===== src/rtl/shift_sequencer_pkg.sv =====
// shift_sequencer_pkg: op codes, FSM state codes and default width shared by the shift sequencer.
package shift_sequencer_pkg;
  localparam int DEF_WIDTH = 8;
  localparam logic [1:0] OP_SLL = 2'b00;
  localparam logic [1:0] OP_SRL = 2'b01;
  localparam logic [1:0] OP_SRA = 2'b10;
  localparam logic [1:0] OP_ROR = 2'b11;
  localparam logic [1:0] ST_IDLE = 2'd0;
  localparam logic [1:0] ST_SHIFT = 2'd1;
  localparam logic [1:0] ST_DONE = 2'd2;
endpackage


===== src/rtl/shift_step.sv =====
// shift_step: one combinational 1-bit (or 2-bit when two=1) shift/rotate step.
module shift_step
  import shift_sequencer_pkg::*;
#(
  parameter int WIDTH = DEF_WIDTH
) (
  input  logic [1:0]       op,
  input  logic [WIDTH-1:0] r,
  input  logic             two,
  output logic [WIDTH-1:0] nxt
);
  logic [WIDTH-1:0] s1, s2;
  always_comb begin
    s1 = op == OP_SLL ? {r[WIDTH-2:0], 1'b0} :
         op == OP_SRL ? {1'b0, r[WIDTH-1:1]} :
         op == OP_SRA ? {r[WIDTH-1], r[WIDTH-1:1]} :
                        {r[0], r[WIDTH-1:1]};
    s2 = op == OP_SLL ? {r[WIDTH-3:0], 2'b00} :
         op == OP_SRL ? {2'b00, r[WIDTH-1:2]} :
         op == OP_SRA ? {{2{r[WIDTH-1]}}, r[WIDTH-1:2]} :
                        {r[1:0], r[WIDTH-1:2]};
    nxt = two ? s2 : s1;
  end
endmodule


===== src/rtl/shift_sequencer.sv =====
// shift_sequencer: multi-cycle shift/rotate sequencer (IDLE -> SHIFT -> DONE).
// Define SHIFT_DUAL_STEP_EN to shift two bits per cycle while two or more remain.
module shift_sequencer
  import shift_sequencer_pkg::*;
#(
  parameter int WIDTH = DEF_WIDTH,
  parameter int AMT_W = 8
) (
  input  logic             CLK,
  input  logic             RESET,
  input  logic             START,
  input  logic [1:0]       OP,
  input  logic [WIDTH-1:0] DATA_IN,
  input  logic [AMT_W-1:0] AMOUNT,
  output logic             BUSY,
  output logic             DONE,
  output logic [WIDTH-1:0] RESULT
);
  localparam int CW = $clog2(WIDTH + 1);
`ifdef SHIFT_DUAL_STEP_EN
  localparam bit DUAL = 1'b1;
`else
  localparam bit DUAL = 1'b0;
`endif
  logic [1:0] state, op_q;
  logic [CW-1:0] count, n, step;
  logic [WIDTH-1:0] nxt;
  logic two;
  // Rotates wrap modulo WIDTH; shifts saturate at WIDTH, which already clears/sign-fills.
  always_comb begin
    n = OP == OP_ROR ? CW'(int'(AMOUNT) % WIDTH) : int'(AMOUNT) >= WIDTH ? CW'(WIDTH) : CW'(AMOUNT);
    two = DUAL && count > CW'(1);
    step = two ? CW'(2) : CW'(1);
    BUSY = state == ST_SHIFT || state == ST_DONE;
    DONE = state == ST_DONE;
  end
  shift_step #(.WIDTH(WIDTH)) u_step (.op(op_q), .r(RESULT), .two(two), .nxt(nxt));
  always_ff @(posedge CLK or posedge RESET) begin
    if (RESET) begin
      state <= ST_IDLE;
      count <= '0;
      op_q <= OP_SLL;
      RESULT <= '0;
    end else if (state == ST_IDLE) begin
      if (START) begin
        op_q <= OP;
        RESULT <= DATA_IN;
        count <= n;
        state <= n == '0 ? ST_DONE : ST_SHIFT;
      end
    end else if (state == ST_SHIFT) begin
      RESULT <= nxt;
      count <= count - step;
      state <= count <= step ? ST_DONE : ST_SHIFT;
    end else begin
      state <= ST_IDLE;
    end
  end
endmodule


===== config.mk =====
export PLATFORM = sky130hd
export DESIGN_NAME = shift_sequencer
export DESIGN_NICKNAME = d
export VERILOG_FILES = /design/src/rtl/shift_sequencer_pkg.sv /design/src/rtl/shift_step.sv /design/src/rtl/shift_sequencer.sv
export SDC_FILE = /design/constraint.sdc
export NUM_CORES = 1
export LEC_CHECK = 0
export BUFFER_PORTS_ARGS = -buffer_cell sky130_fd_sc_hd__buf_2
export CORE_MARGIN = 4
export CORE_UTILIZATION = 49
export DETAILED_ROUTE_END_ITERATION = 6
export PLACE_DENSITY = 0.87
export SKIP_CTS_REPAIR_TIMING = 1
export SLEW_MARGIN = 30
export SYNTH_ARGS = -nofsm -noshare
export SYNTH_HDL_FRONTEND = slang
export SYNTH_SLANG_ARGS = --single-unit

===== constraint.sdc =====
create_clock -name CLK -period 1.6 [get_ports CLK]
set_input_delay 0.24 -clock CLK [delete_from_list [all_inputs] [get_ports CLK]]
set_output_delay 0.24 -clock CLK [all_outputs]
set_load 0.005 [all_outputs]

==> run_results.csv, run 1 <==
group,metric,value,unit
sta,post-route-period-util,96.4,%
sta,max_slew_margin,57.7,%
run,max_cap_violations,0,
layout,drive_gt1_share,35.0,%
detailed_routing,via_per_inst,5.76,
clock_network,clk-insertion-delay-late,0.30,ns
logic_synthesis,synthDistinctLibCells,34,
sta,setup-violations-final,0,
setup_path,crit_path_max_incr_delay,0.41,ns
sta,max_freq,0.649,GHz
logic_synthesis,synth-edff-count,0,
sta,grt_setup_unrepaired,"true",
clock_network,path_clk_slew,0.11,ns
status,violations,"hold timing",
setup_path,critical_path.slowest_cell,"sky130_fd_sc_hd__dfrtp_1",
global_route,number_of_antenna_violations_at_the_first_check_in_global_routing,0,
sta,timing_worst_slew_pin_value,0.634,ns
global_route,pin_count_of_the_biggest_net_entering_global_routing,17,
placement,place_congestion,0.924,
detailed_routing,first_iter_violations,40,
detailed_routing,drt-total-wl,2520,um
logic_synthesis,synthTopCellsByArea,"sky130_fd_sc_hd__dfrtp_1 41%, sky130_fd_sc_hd__mux2i_1 7.2%, sky130_fd_sc_hd__ha_1 6.4%",
setup_path,worst_path_dominant_cell_family,"compound AO/OA/AOI/OAI gates",
sta,fin_setup_tns,0,ns
sta,finalCriticalPeriod,1.54,ns
pwr,static-leakage-power,0.603,nW
global_route,grt_first_pass_wirelength,4010,um
clock_network,clkSinkCount,16,
setup_path,worst-path-max-fanout,6,
logic_synthesis,synth.yosys.seq_area_share,41.1,%
layout,final_nets,164,
pwr,ir_worst_vdd,1.12,mV
sta,hold_ws,-0.000778,ns
status,status,"finished with violations",
floorplan,io-pin-count,31,
logic_synthesis,synthArstFlopShare,100,%
clock_network,cts-root-to-sink-buffers,2,
detailed_routing,wl_per_cell,15.6,um
layout,area_growth_syn_to_layout,24.9,%
sta,clock_skew,0.0134,ns
sta,timing_hold_violations_final,1,
logic_synthesis,netlist_area_before_placement,975,um2
logic_synthesis,synth_ff_type,"sky130_fd_sc_hd__dfrtp_1",
floorplan,chipWidth,52.6,um
detailed_routing,post-route-drc-count,0,
placement,hpwl,1930,um
global_route,grt_usage,19.7,%
floorplan,std_cell_rows,15,
setup_path,path_class,"register to register",
setup_path,cp_required,1.83,ns
global_route,grt_overflow_total,0,
setup_path,cp-end-kind,"register",
placement,place.port_buffers,30,
logic_synthesis,ys.warnings.count,0,
setup_path,critical_path.startpoint_type,"register",
clock_network,clock_tree.htree_level_count,1,
setup_path,worstPathArrival,1.77,ns
logic_synthesis,cell_type_contributing_the_most_total_cell_area_after_synthesis,"sky130_fd_sc_hd__dfrtp_1",
detailed_routing,via_count,933,
floorplan,core_area,1800,um2
sta,drv_slew,0,
logic_synthesis,synth_fp_nets,126,
setup_path,worstPathCellList,"inv_1 -> ha_1 -> and2b_2 -> o21ai_2 -> a221oi_2 -> a31o_1",
worst_hold_path,worstHoldPathType,"input port to async pin",
logic_synthesis,synth_top_cell_area_share,41.1,%
clock_network,numCtsBuffers,3,
clock_network,cts_tree,"done",
global_route,first_global_vias,938,
floorplan,start_util,54.1,%
logic_synthesis,synthesis.instances,100,
floorplan,fp.dieH,52.6,um
setup_path,worst_reg_to_reg_setup_slack,0.06,ns
floorplan,die_area,2770,um2
clock_network,clock_tree.root_cell,"sky130_fd_sc_hd__clkbuf_4",
detailed_routing,detail-route-antenna-nets,0,
pwr,powerDensity,2180,nW/um2
logic_synthesis,post_synth.cell_area_avg,9.75,um2
setup_path,cp.buffers_inverters,1,
layout,diodes_inserted,0,
logic_synthesis,synth_seq_cells,16,
detailed_routing,first_pass_iters,4,
[cell families after synthesis]
group           count (synthesis)  share of synthesized area (%)
flops                          16                           41.1
fa+ha+maj                       5                           6.42
xor+xnor                        1                          0.899
buf+inv                        10                           5.13
mux                             8                           8.34
simple gates                   31                           17.3
compound gates                 29                           20.8
[power breakdown]
| part | leakage, nW | switching, mW | internal [mW] |
|---|---|---|---|
| combinational | 0.388 | 0.800 | 0.732 |
| sequential | 0.194 | 0.221 | 0.620 |
| clock | 0.0210 | 0.139 | 0.139 |
| total | 0.603 | 1.16 | 1.49 |
[cells in the mapped netlist, types with 2 or more instances]
library cell	instances
sky130_fd_sc_hd__a21oi_1	3
sky130_fd_sc_hd__mux2i_1	7
sky130_fd_sc_hd__nor2_1	7
sky130_fd_sc_hd__nor3_1	3
sky130_fd_sc_hd__inv_1	7
sky130_fd_sc_hd__o21ai_0	9
sky130_fd_sc_hd__dfrtp_1	16
sky130_fd_sc_hd__nor2_4	2
sky130_fd_sc_hd__nor3b_1	2
sky130_fd_sc_hd__a221oi_1	2
sky130_fd_sc_hd__nand3b_1	2
sky130_fd_sc_hd__nand2_1	9
sky130_fd_sc_hd__a22oi_1	6
sky130_fd_sc_hd__ha_1	5
[worst paths after layout]
kind | from | endpoint | cells after the start
max | state[1] | RESULT[7] | 6
min | RESET | count[2] | 2
max reg2reg | state[1] | RESULT[7] | 6
min reg2reg | RESULT[7] | RESULT[7] | 1
max in group asynchronous | RESET | RESULT[5] | 2
min in group CLK | OP[1] | op_q[1] | 3
[cell usage in the layout, fill, tap and decap left out, types with 2 or more instances in the layout]
master                     Yosys  final
sky130_fd_sc_hd__a221oi_1      2      2
sky130_fd_sc_hd__clkbuf_4      0      3
sky130_fd_sc_hd__ha_1          5      4
sky130_fd_sc_hd__nand3b_1      2      2
sky130_fd_sc_hd__a21oi_1       3      3
sky130_fd_sc_hd__nor2_1        7      7
sky130_fd_sc_hd__nor2_4        2      2
sky130_fd_sc_hd__nand2_1       9      9
sky130_fd_sc_hd__mux2i_1       7      7
sky130_fd_sc_hd__o21ai_0       9      8
sky130_fd_sc_hd__inv_1         7      7
sky130_fd_sc_hd__a22oi_1       6      6
sky130_fd_sc_hd__dfrtp_1      16     16
sky130_fd_sc_hd__nor3b_1       2      2
sky130_fd_sc_hd__buf_4         1      6
sky130_fd_sc_hd__buf_2         1     30
sky130_fd_sc_hd__nor3_1        3      3
[layer usage]
layer	vias up	track usage [%]	routed length, um
met1	446	24.0	1040
met4	0	9.36	51
li1	441	-	-
met2	39	33.5	1240
met5	-	0	0
met3	7	3.13	197
[state kept, by name, summed over array words and instances (netlist names)]
signal and flops:
count 4, op_q 2, state 2, RESULT 8
[layout make-up]
class	instances	area (um2)
fill	146	584
multi-input combinational	74	528
sequential	16	400
timing repair buffer	36	195
clock buffer	4	36.3
tap	25	31.3
inverter	7	26.3
[worst reg2reg max path, cell delays in order (launching register included)]
cell and delay, ns:
sky130_fd_sc_hd__dfrtp_1 0.41, sky130_fd_sc_hd__inv_1 0.09, sky130_fd_sc_hd__ha_1 0.26, sky130_fd_sc_hd__and2b_2 0.26, sky130_fd_sc_hd__o21ai_2 0.09, sky130_fd_sc_hd__a221oi_2 0.24
sky130_fd_sc_hd__a31o_1 0.12
[through the flow]
step	area (um2)	util [%]	power, mW	std cells	worst slack [ns]
floorplan	975	-	1.87	100	0.210
global placement	1180	65.3	2.26	158	0.140
detailed placement	1180	65.3	2.35	158	0.0268
CTS	1210	67.4	2.63	162	-0.0138
global route	1220	67.6	2.86	162	-0.0101
finish	1220	67.6	2.65	162	0.0583
Note: power is estimated with default switching activity, not from simulation.
==> run 2: changes to the inputs <==
--- a/config.mk
+++ b/config.mk
@@ -6,10 +6,10 @@
 export NUM_CORES = 1
 export LEC_CHECK = 0
 export BUFFER_PORTS_ARGS = -buffer_cell sky130_fd_sc_hd__buf_2
-export CORE_MARGIN = 4
 export CORE_UTILIZATION = 49
 export DETAILED_ROUTE_END_ITERATION = 6
 export PLACE_DENSITY = 0.87
+export RECOVER_POWER = 25
 export SKIP_CTS_REPAIR_TIMING = 1
 export SLEW_MARGIN = 30
 export SYNTH_ARGS = -nofsm -noshare
==> run 2 against run 1 <==
  * The run still ends with hold timing left
  * Cell count increased by 0.62%
  * Wire length decreased by 8.9%
  * Fmax increased by 1.7%
  * Design area increased by 0.72%
  * Core utilization increased by 0.49 points
  * Sequential share of layout area decreased by 0.23 points
  * Worst setup slack improved by 0.026 ns
  * Register-to-register slack improved by 0.03 ns
  * Power decreased by 0.62%
  * Global-route usage increased by 4.2 points
  * Critical path depth unchanged
  * Count of clock-buffer cells in the layout unchanged
  * Critical path type unchanged
==> run_results.csv, run 2 (synthesized netlist as in run 1, its figures left out) <==
group,metric,value,unit
clock_network,clock_tree.root_cell,"sky130_fd_sc_hd__clkbuf_4",
placement,postPlaceCellArea,1180,um2
layout,biggestRegsByFlops,"RESULT: 8 flops, count: 4 flops",
pwr,static-leakage-power,0.609,nW
sta,max_slew_margin,58.2,%
setup_path,crit_path_max_incr_delay,0.41,ns
global_route,number_of_antenna_violations_at_the_first_check_in_global_routing,0,
sta,max_freq,0.660,GHz
detailed_routing,drt-total-wl,2300,um
layout,largest-register,"RESULT",
global_route,grt_overflow_total,0,
placement,place.port_buffers,30,
layout,layout.cells.most_common,"sky130_fd_sc_hd__buf_2",
sta,fin_setup_tns,0,ns
floorplan,core_area,1800,um2
layout,drive_gt1_share,35.5,%
layout,largest_reg_flops,8,
sta,clock_skew,0.00659,ns
status,status,"finished with violations",
clock_network,cts_tree,"done",
setup_path,r2r-start,"state[1]",
setup_path,worst-path-max-fanout,6,
clock_network,clk-insertion-delay-late,0.30,ns
clock_network,numCtsBuffers,3,
placement,place_congestion,0.913,
layout,regArea,400,um2
detailed_routing,via_per_inst,5.61,
sta,setup-violations-final,0,
layout,area_growth_syn_to_layout,25.8,%
clock_network,cts-root-to-sink-buffers,2,
floorplan,chipWidth,46.6,um
clock_network,path_clk_slew,0.10,ns
setup_path,cp_required,1.85,ns
setup_path,worst_path_dominant_cell_family,"compound AO/OA/AOI/OAI gates",
sta,grt_setup_unrepaired,"true",
setup_path,critical_path.startpoint_type,"register",
floorplan,die_area,2170,um2
setup_path,path_class,"register to register",
sta,hold_ws,-0.00243,ns
setup_path,worstPathCellList,"inv_1 -> ha_1 -> and2b_2 -> o21ai_2 -> a221oi_2 -> a31o_1",
setup_path,worstPathArrival,1.76,ns
global_route,pin_count_of_the_biggest_net_entering_global_routing,17,
layout,diodes_inserted,0,
placement,hpwl,1680,um
detailed_routing,via_count,914,
layout,final_nets,165,
floorplan,io-pin-count,31,
worst_hold_path,worstHoldPathType,"input port to async pin",
detailed_routing,first_iter_violations,28,
setup_path,worst_reg_to_reg_setup_slack,0.08,ns
sta,finalCriticalPeriod,1.52,ns
global_route,grt_usage,23.9,%
pwr,powerDensity,2150,nW/um2
layout,fill_cells,134,
run,max_cap_violations,0,
setup_path,r2r-end,"RESULT[7]",
sta,drv_slew,0,
detailed_routing,wl_per_cell,14.1,um
global_route,grt_first_pass_wirelength,3500,um
status,violations,"hold timing",
sta,post-route-period-util,94.7,%
layout,finished_core_util,68.1,%
layout,post_layout_instance_area,1230,um2
pwr,ir_worst_vdd,1.08,mV
layout,multi_input_area,529,um2
sta,timing_worst_slew_pin_value,0.627,ns
layout,commonest_cells_after_routing_fill_and_taps_aside,"30 x sky130_fd_sc_hd__buf_2, 16 x sky130_fd_sc_hd__dfrtp_1, 9 x sky130_fd_sc_hd__nand2_1, 9 x sky130_fd_sc_hd__o21ai_0",
detailed_routing,post-route-drc-count,0,
global_route,first_global_vias,771,
detailed_routing,first_pass_iters,4,
clock_network,clock_tree.htree_level_count,1,
floorplan,std_cell_rows,15,
sta,timing_hold_violations_final,4,
setup_path,cp.buffers_inverters,1,
clock_network,clkSinkCount,16,
setup_path,cp-end-kind,"register",
floorplan,fp.dieH,46.6,um
setup_path,critical_path.slowest_cell,"sky130_fd_sc_hd__dfrtp_1",
floorplan,start_util,54.1,%
detailed_routing,detail-route-antenna-nets,0,
setup_path,worst-r2r-cell-count,6,
run 2: cell count changes in the layout (fill, tap and decap cells not counted):
cell / delta
sky130_fd_sc_hd__and2_2: -1
sky130_fd_sc_hd__and2_4: +1
sky130_fd_sc_hd__o21ai_0: +1
sky130_fd_sc_hd__o21ai_1: -1
sky130_fd_sc_hd__buf_4: +1
run 2: layout make-up:
class / count / share of cell area [%]
sequential: 16 / 32.7
clock buffer: 4 / 2.96
multi-input combinational: 74 / 43.2
tap: 25 / 2.55
inverter: 7 / 2.14
timing repair buffer: 37 / 16.5
run 2: worst max-delay path by stage:
stage          startpoint        end  slack (ns)  cells after the start
2_1_floorplan    state[0]   count[0]        0.21                      6
3_3_place_gp     state[0]  RESULT[7]        0.15                      6
3_5_place_dp     state[0]  RESULT[2]        0.09                      6
4_1_cts          state[0]  RESULT[2]        0.07                      6
5_1_grt          state[0]  RESULT[3]       0.003                      6
6_report         state[1]  RESULT[7]        0.08                      6
run 2: stage by stage:
| step | worst slack (ns) | hold slack (ns) | power [mW] | cells |
|---|---|---|---|---|
| final | 0.0843 | -0.00243 | 2.63 | 163 |
| after global routing | 0.00259 | 0.0531 | 2.87 | 163 |
| after CTS | 0.0709 | 0.0216 | 2.59 | 162 |
| after detailed placement | 0.0887 | 0.347 | 2.32 | 158 |
| after global placement | 0.153 | 0.329 | 2.25 | 158 |
| after floorplan | 0.210 | 0.154 | 1.87 | 100 |
run 2: layer usage:
metal	vias to the layer above	track usage (%)	wire length, um
li1	443	-	-
met1	427	34.7	1110
met2	39	32.5	1020
met3	5	4.71	128
met4	0	13.5	41
met5	-	0	0
run 2: power by group:
group	internal, mW	switching [mW]
clock	0.139	0.139
sequential	0.620	0.215
combinational	0.748	0.774
